$ cat src/rtl/sht_pkg.sv
// rtl/sht_pkg.sv - shared state codes, I2C command codes and CRC constants for the SHT scheduler
package sht_pkg;

    typedef logic [2:0] state_t;

    localparam state_t ST_IDLE    = 3'd0;
    localparam state_t ST_TRIG    = 3'd1;
    localparam state_t ST_WAIT    = 3'd2;
    localparam state_t ST_READ    = 3'd3;
    localparam state_t ST_CHECK   = 3'd4;
    localparam state_t ST_CONV    = 3'd5;
    localparam state_t ST_PUBLISH = 3'd6;
    localparam state_t ST_ERR     = 3'd7;

    localparam logic CMD_TRIG = 1'b0;
    localparam logic CMD_READ = 1'b1;

    localparam logic [7:0] CRC_POLY = 8'h31;
    localparam logic [7:0] CRC_INIT = 8'hFF;

endpackage

$ cat src/rtl/crc8_sht.sv
// rtl/crc8_sht.sv - combinational CRC-8 (poly 0x31, init 0xFF, MSB first) over one 16-bit sensor word
module crc8_sht
    import sht_pkg::*;
(
    input  logic [15:0] data,
    output logic [7:0]  crc
);

    logic [7:0] c;

    always_comb begin
        c = CRC_INIT;
        for (int i = 15; i >= 0; i--) begin
            if (c[7] ^ data[i]) begin
                c = {c[6:0], 1'b0} ^ CRC_POLY;
            end else begin
                c = {c[6:0], 1'b0};
            end
        end
        crc = c;
    end

endmodule

$ cat src/rtl/sht_meas_sched.sv
// rtl/sht_meas_sched.sv - periodic SHT trigger/read/convert/publish scheduler with bounded retries
// Define SHT_CRC_CHECK_EN to verify the sensor CRC bytes; otherwise every read is accepted.
module sht_meas_sched
    import sht_pkg::*;
#(
    parameter int unsigned PERIOD_CYC    = 12_000_000,
    parameter int unsigned MEAS_WAIT_CYC = 180_000,
    parameter int unsigned CONV_LAT      = 3,
    parameter int unsigned RETRY_MAX     = 3
) (
    input  logic        clk,
    input  logic        rst,
    input  logic        enable,
    output logic        i2c_req,
    output logic        i2c_cmd,
    input  logic        i2c_done,
    input  logic        i2c_err,
    input  logic [47:0] i2c_rdata,
    output logic [15:0] raw_tem,
    input  logic [15:0] conv_tem,
    output logic [15:0] tem_out,
    output logic [15:0] hum_raw,
    output logic        data_valid,
    output logic [7:0]  err_cnt
);

    localparam int PER_W  = $clog2(PERIOD_CYC + 1);
    localparam int WAIT_W = $clog2(MEAS_WAIT_CYC + 1);
    localparam int CONV_W = $clog2(CONV_LAT + 2);
    localparam int RTRY_W = $clog2(RETRY_MAX + 2);

    localparam logic [PER_W-1:0]  PER_LAST  = PER_W'(PERIOD_CYC - 1);
    localparam logic [WAIT_W-1:0] WAIT_LAST = WAIT_W'(MEAS_WAIT_CYC - 1);
    localparam logic [CONV_W-1:0] CONV_LAST = CONV_W'(CONV_LAT);
    localparam logic [RTRY_W-1:0] RTRY_LIM  = RTRY_W'(RETRY_MAX);

    state_t             state;
    logic [PER_W-1:0]   per_cnt;
    logic               start_flag;
    logic [WAIT_W-1:0]  wait_cnt;
    logic [CONV_W-1:0]  conv_cnt;
    logic [RTRY_W-1:0]  retry_cnt;
    logic [15:0]        t_q;
    logic [15:0]        h_q;
    logic               crc_ok;
    logic               per_wrap;
    logic               go;
    logic               read_ok;

    assign per_wrap   = enable && (per_cnt == PER_LAST);
    assign go         = (state == ST_IDLE) && start_flag && enable;
    assign read_ok    = (state == ST_READ) && i2c_done && !i2c_err;
    assign i2c_req    = (state == ST_TRIG) || (state == ST_READ);
    assign i2c_cmd    = (state == ST_READ) ? CMD_READ : CMD_TRIG;
    assign data_valid = (state == ST_PUBLISH);

    // A wrap during a running measurement stays pending until the FSM is back in IDLE.
    always_ff @(posedge clk or negedge rst) begin
        if (!rst) begin
            per_cnt    <= '0;
            start_flag <= 1'b0;
        end else begin
            if (enable) begin
                per_cnt <= per_wrap ? '0 : per_cnt + 1'b1;
            end
            start_flag <= per_wrap | (start_flag & ~go);
        end
    end

`ifdef SHT_CRC_CHECK_EN
    logic [7:0] crc_t_q;
    logic [7:0] crc_h_q;
    logic [7:0] crc_t_calc;
    logic [7:0] crc_h_calc;

    crc8_sht u_crc_t (.data(t_q), .crc(crc_t_calc));
    crc8_sht u_crc_h (.data(h_q), .crc(crc_h_calc));

    always_ff @(posedge clk or negedge rst) begin
        if (!rst) begin
            crc_t_q <= 8'h00;
            crc_h_q <= 8'h00;
        end else if (read_ok) begin
            crc_t_q <= i2c_rdata[31:24];
            crc_h_q <= i2c_rdata[7:0];
        end
    end

    assign crc_ok = (crc_t_calc == crc_t_q) && (crc_h_calc == crc_h_q);
`else
    logic unused_crc_bytes;

    assign unused_crc_bytes = ^{i2c_rdata[31:24], i2c_rdata[7:0]};
    assign crc_ok           = 1'b1;
`endif

    always_ff @(posedge clk or negedge rst) begin
        if (!rst) begin
            state     <= ST_IDLE;
            wait_cnt  <= '0;
            conv_cnt  <= '0;
            retry_cnt <= '0;
            t_q       <= 16'h0000;
            h_q       <= 16'h0000;
            raw_tem   <= 16'h0000;
            tem_out   <= 16'h0000;
            hum_raw   <= 16'h0000;
            err_cnt   <= 8'h00;
        end else begin
            case (state)
                ST_IDLE: begin
                    if (go) begin
                        state <= ST_TRIG;
                    end
                end
                ST_TRIG: begin
                    if (i2c_done) begin
                        state <= i2c_err ? ST_ERR : ST_WAIT;
                    end
                end
                ST_WAIT: begin
                    if (wait_cnt == WAIT_LAST) begin
                        wait_cnt <= '0;
                        state    <= ST_READ;
                    end else begin
                        wait_cnt <= wait_cnt + 1'b1;
                    end
                end
                ST_READ: begin
                    if (i2c_done) begin
                        if (i2c_err) begin
                            state <= ST_ERR;
                        end else begin
                            t_q   <= i2c_rdata[47:32];
                            h_q   <= i2c_rdata[23:8];
                            state <= ST_CHECK;
                        end
                    end
                end
                ST_CHECK: begin
                    if (crc_ok) begin
                        raw_tem  <= t_q;
                        conv_cnt <= '0;
                        state    <= ST_CONV;
                    end else begin
                        state <= ST_ERR;
                    end
                end
                // raw_tem is held for CONV_LAT+1 clocks so the last cycle sees the fully settled result.
                ST_CONV: begin
                    if (conv_cnt == CONV_LAST) begin
                        tem_out <= conv_tem;
                        hum_raw <= h_q;
                        raw_tem <= 16'h0000;
                        state   <= ST_PUBLISH;
                    end else begin
                        conv_cnt <= conv_cnt + 1'b1;
                    end
                end
                ST_PUBLISH: begin
                    retry_cnt <= '0;
                    state     <= ST_IDLE;
                end
                ST_ERR: begin
                    if (retry_cnt < RTRY_LIM) begin
                        retry_cnt <= retry_cnt + 1'b1;
                        state     <= ST_TRIG;
                    end else begin
                        retry_cnt <= '0;
                        if (err_cnt != 8'hFF) begin
                            err_cnt <= err_cnt + 1'b1;
                        end
                        state <= ST_IDLE;
                    end
                end
                default: state <= ST_IDLE;
            endcase
        end
    end

endmodule
$ cat config.mk
export PLATFORM = sky130hd
export DESIGN_NAME = sht_meas_sched
export DESIGN_NICKNAME = d
export VERILOG_FILES = /design/src/rtl/sht_pkg.sv /design/src/rtl/crc8_sht.sv /design/src/rtl/sht_meas_sched.sv
export SDC_FILE = /design/constraint.sdc
export NUM_CORES = 1
export LEC_CHECK = 0
export CAP_MARGIN = 0
export CORE_UTILIZATION = 48
export CTS_BUF_LIST = sky130_fd_sc_hd__clkbuf_4
export CTS_CLUSTER_DIAMETER = 30
export DETAILED_ROUTE_END_ITERATION = 6
export GPL_TIMING_DRIVEN = 1
export PLACE_DENSITY_LB_ADDON = 0.25
export SYNTH_ARGS = -nofsm -noshare
export SYNTH_HDL_FRONTEND = slang
export SYNTH_SLANG_ARGS = --single-unit
$ cat constraint.sdc
create_clock -name clk -period 1.6 [get_ports clk]
set_input_delay 0.32 -clock clk [delete_from_list [all_inputs] [get_ports clk]]
set_output_delay 0.32 -clock clk [all_outputs]
set_load 0.03 [all_outputs]
==> metrics <==
die width=115 µm; Tcrit/Tclk final=114%; Synth Warn #=0; Post-Synth Adder-Cell Area=1.22%; global-route wire length before repair=25,800 µm; Hold Fails Final Rpt=0; CTS clk-pin slew, worst paths=0.12 ns; unrepaired setup endpoints after global routing=true; Syn Nets=581; minimum clock period=1.82 ns; worst-path maximum fanout=8; depth of the most critical reg-to-reg path=5; root buf cell=clkbuf_4; WL per Instance=17.8 µm; Leak=4.18 nW; worst hold slack=0.196 ns; die span in y=115 µm; CTS Buf Count=17; Setup Viol. Count Final=68; Syn Area/Cell=12.2 µm²; max-cap viol count=0; DRC viols=0; Final Cell Area=0.00898 mm²; gpl congestion=0.879; TritonCTS clock tree=built; Setup CP Type=reg2out; largest net degree at the start of global routing=54; ANT cells=0; TritonRoute pass-1 iters=5; dpl cells=835; area delta synth->final=46.1%; mux cell area share after synthesis=12.5%; Worst Max-Slew Pin Slew=0.525 ns; post-synthesis compound-gate area fraction=8.18%; sequential area share after synthesis=57.0%; first-iteration detailed-routing DRC count=197; peak supply drop=0.00102 V; highest clock rate=0.550 GHz; Critical Path Start=state[1]; xor and xnor area share after synthesis=4.13%; fin worst setup slack=-0.218 ns; Synth Area in Simple Gates=14.8%; PwrDens=1470 mW/mm²; vias per std cell=5.47; grt met1 use=30.1%; HPWL after DPL=10,100 µm; register area=0.00351 mm²; Final Skew=0.0212 ns; die area=0.0133 mm²; post-route ant nets=0; outcome=complete, but fails checks; Async S/R FF share, synth=100%; worst path arrival time=1.50 ns; Fill cells=817; Synth cell types=58; Pwr Total=13.2 mW; Main synth FF type=dfrtp_1; layout cells sized above 1=45.4%; port bufs=111; FF-to-FF End=per_cnt[20]; endpoint class of the critical path=primary output; Multi-input gate area=0.00297 mm²; Final nets=811; Slew HR=65.0%; DP Area=0.00799 mm²; Synth Register Bits=140; vias in the first global route=5,272; violated checks=setup timing; EDFF count, synth=0; antenna violations before repair=0; R2R Setup Slk=-0.14 ns; Vias=5,012; cell count after synthesis=506; gr busiest metal=met2; met2 usage in global routing=43.1%; dpl ws=-0.503 ns; largest family of logic cells by synthesized area=simple AND/OR/NAND/NOR gates; Reg-to-Reg Start=per_cnt[0]; max-slew violations=0; WP data required=1.28 ns; maximum clock insertion buffer count=2; GR Util met3=8.86%; Starting Density=50.1%; clock latency on the worst-skew pair=0.55 ns; CTS Sinks=140; Hold Crit Class=in2async; Post-Synthesis Cell Area=0.00615 mm²; Final Non-Filler Cells=917; IO Pins=128; All-Layer GR Usage=25.3%; global route total overflow=0; Routed Wire Length=16,300 µm; crit start category=flip-flop; core footprint=0.0123 mm²; H-Tree Depth=4; Rows=40
[flip-flops by register name (all words and copies together) (netlist names)]
signal / count
raw_tem: 16
retry_cnt: 3
err_cnt: 8
state: 3
start_flag: 1
hum_raw: 16
tem_out: 16
t_q: 16
per_cnt: 24
conv_cnt: 3
h_q: 16
wait_cnt: 18
[stage by stage]
stage,TNS [ns],util [%]
final,-6.03,73.3
after global routing,-11.84,73.3
after CTS,-7.92,72.4
after detailed placement,-21.02,65.2
after global placement,-18.22,65.2
after floorplan,-0.906,-
[worst max-delay path, stage by stage, from the launching register on]
cell	delay (ns)
dfrtp_1	0.40
buf_4	0.14
buf_6	0.12
nand2_4	0.05
nor2_2	0.10
buf_6	0.14
[layout by cell type (no fill, tap or decap), types with 5 or more instances in the layout]
cell	count
a21oi_1	12
a22o_1	18
and3_1	9
buf_12	7
buf_2	49
buf_4	88
buf_6	25
clkbuf_4	20
clkdlybuf4s50_1	51
clkinvlp_4	5
dfrtp_1	136
inv_1	8
mux2_2	32
mux2_4	32
mux2i_1	5
nand2_1	30
nand3_1	12
nand3_2	6
nand4_1	24
nor2_1	17
nor2_2	5
o21ai_0	16
xnor2_1	18
xor2_1	10
[what timing repair did]
action / in CTS / in global routing
setup buffers: 29 / 20
pin swaps: 15 / 20
endpoints found under the hold margin: 140 / 0
hold buffers: 1 / 0
cloned: 3 / 3
setup endpoints to repair: 160 / 170
resized for setup: 286 / 122
[how the worst max path moves through the flow]
stage | slack (ns) | endpoint
finish | -0.22 | data_valid
global route | -0.31 | i2c_cmd
CTS | -0.25 | i2c_cmd
detailed placement | -0.50 | per_cnt[23]
global placement | -0.44 | per_cnt[20]
floorplan | -0.13 | per_cnt[20]
[logic make-up (layout without fill, tap and decap cells)]
kind of cell | after synthesis | count (layout)
flops | 140 | 140
compound gates | 76 | 76
simple gates | 157 | 157
buf+inv | 29 | 272
xor+xnor | 29 | 29
fa+ha+maj | 6 | 6
mux | 69 | 69
[synthesized netlist by cell type, types with 4 or more instances]
| cell | count | share of area (%) |
|---|---|---|
| a21oi_1 | 16 | 1.3 |
| a22o_1 | 18 | 2.6 |
| a31oi_1 | 4 | 0.41 |
| and2_1 | 4 | 0.41 |
| and3_1 | 10 | 1.0 |
| buf_2 | 12 | 0.98 |
| clkbuf_1 | 4 | 0.24 |
| dfrtp_1 | 140 | 57 |
| ha_1 | 6 | 1.2 |
| inv_1 | 10 | 0.61 |
| mux2_2 | 63 | 12 |
| mux2i_1 | 5 | 0.81 |
| nand2_1 | 32 | 2.0 |
| nand3_1 | 19 | 1.5 |
| nand4_1 | 24 | 2.4 |
| nor2_1 | 24 | 1.5 |
| nor3_1 | 7 | 0.57 |
| o21ai_0 | 20 | 1.6 |
| o31ai_1 | 6 | 0.73 |
| or4_1 | 5 | 0.61 |
| xnor2_1 | 19 | 2.7 |
| xor2_1 | 10 | 1.4 |
[cell type report]
cell class	count	area share [%]
Timing Repair Buffer	230	22.2
Clock inverter	13	1.34
Inverter	10	0.473
Multi-Input combinational cell	337	33.0
Tap cell	168	2.34
Clock buffer	19	1.59
Sequential cell	140	39.0
[metal layers]
metal	up-vias	part of all wire (%)
li1	2324	-
met1	2506	40
met2	146	52
met3	36	5.6
met4	0	2.4
met5	-	0
[power breakdown]
part | internal, mW | switching (mW)
logic | 2.81 | 2.90
clock network | 0.812 | 1.33
registers | 4.61 | 0.696
total | 8.24 | 4.93
No activity file was read; power rests on OpenSTA's default activity.
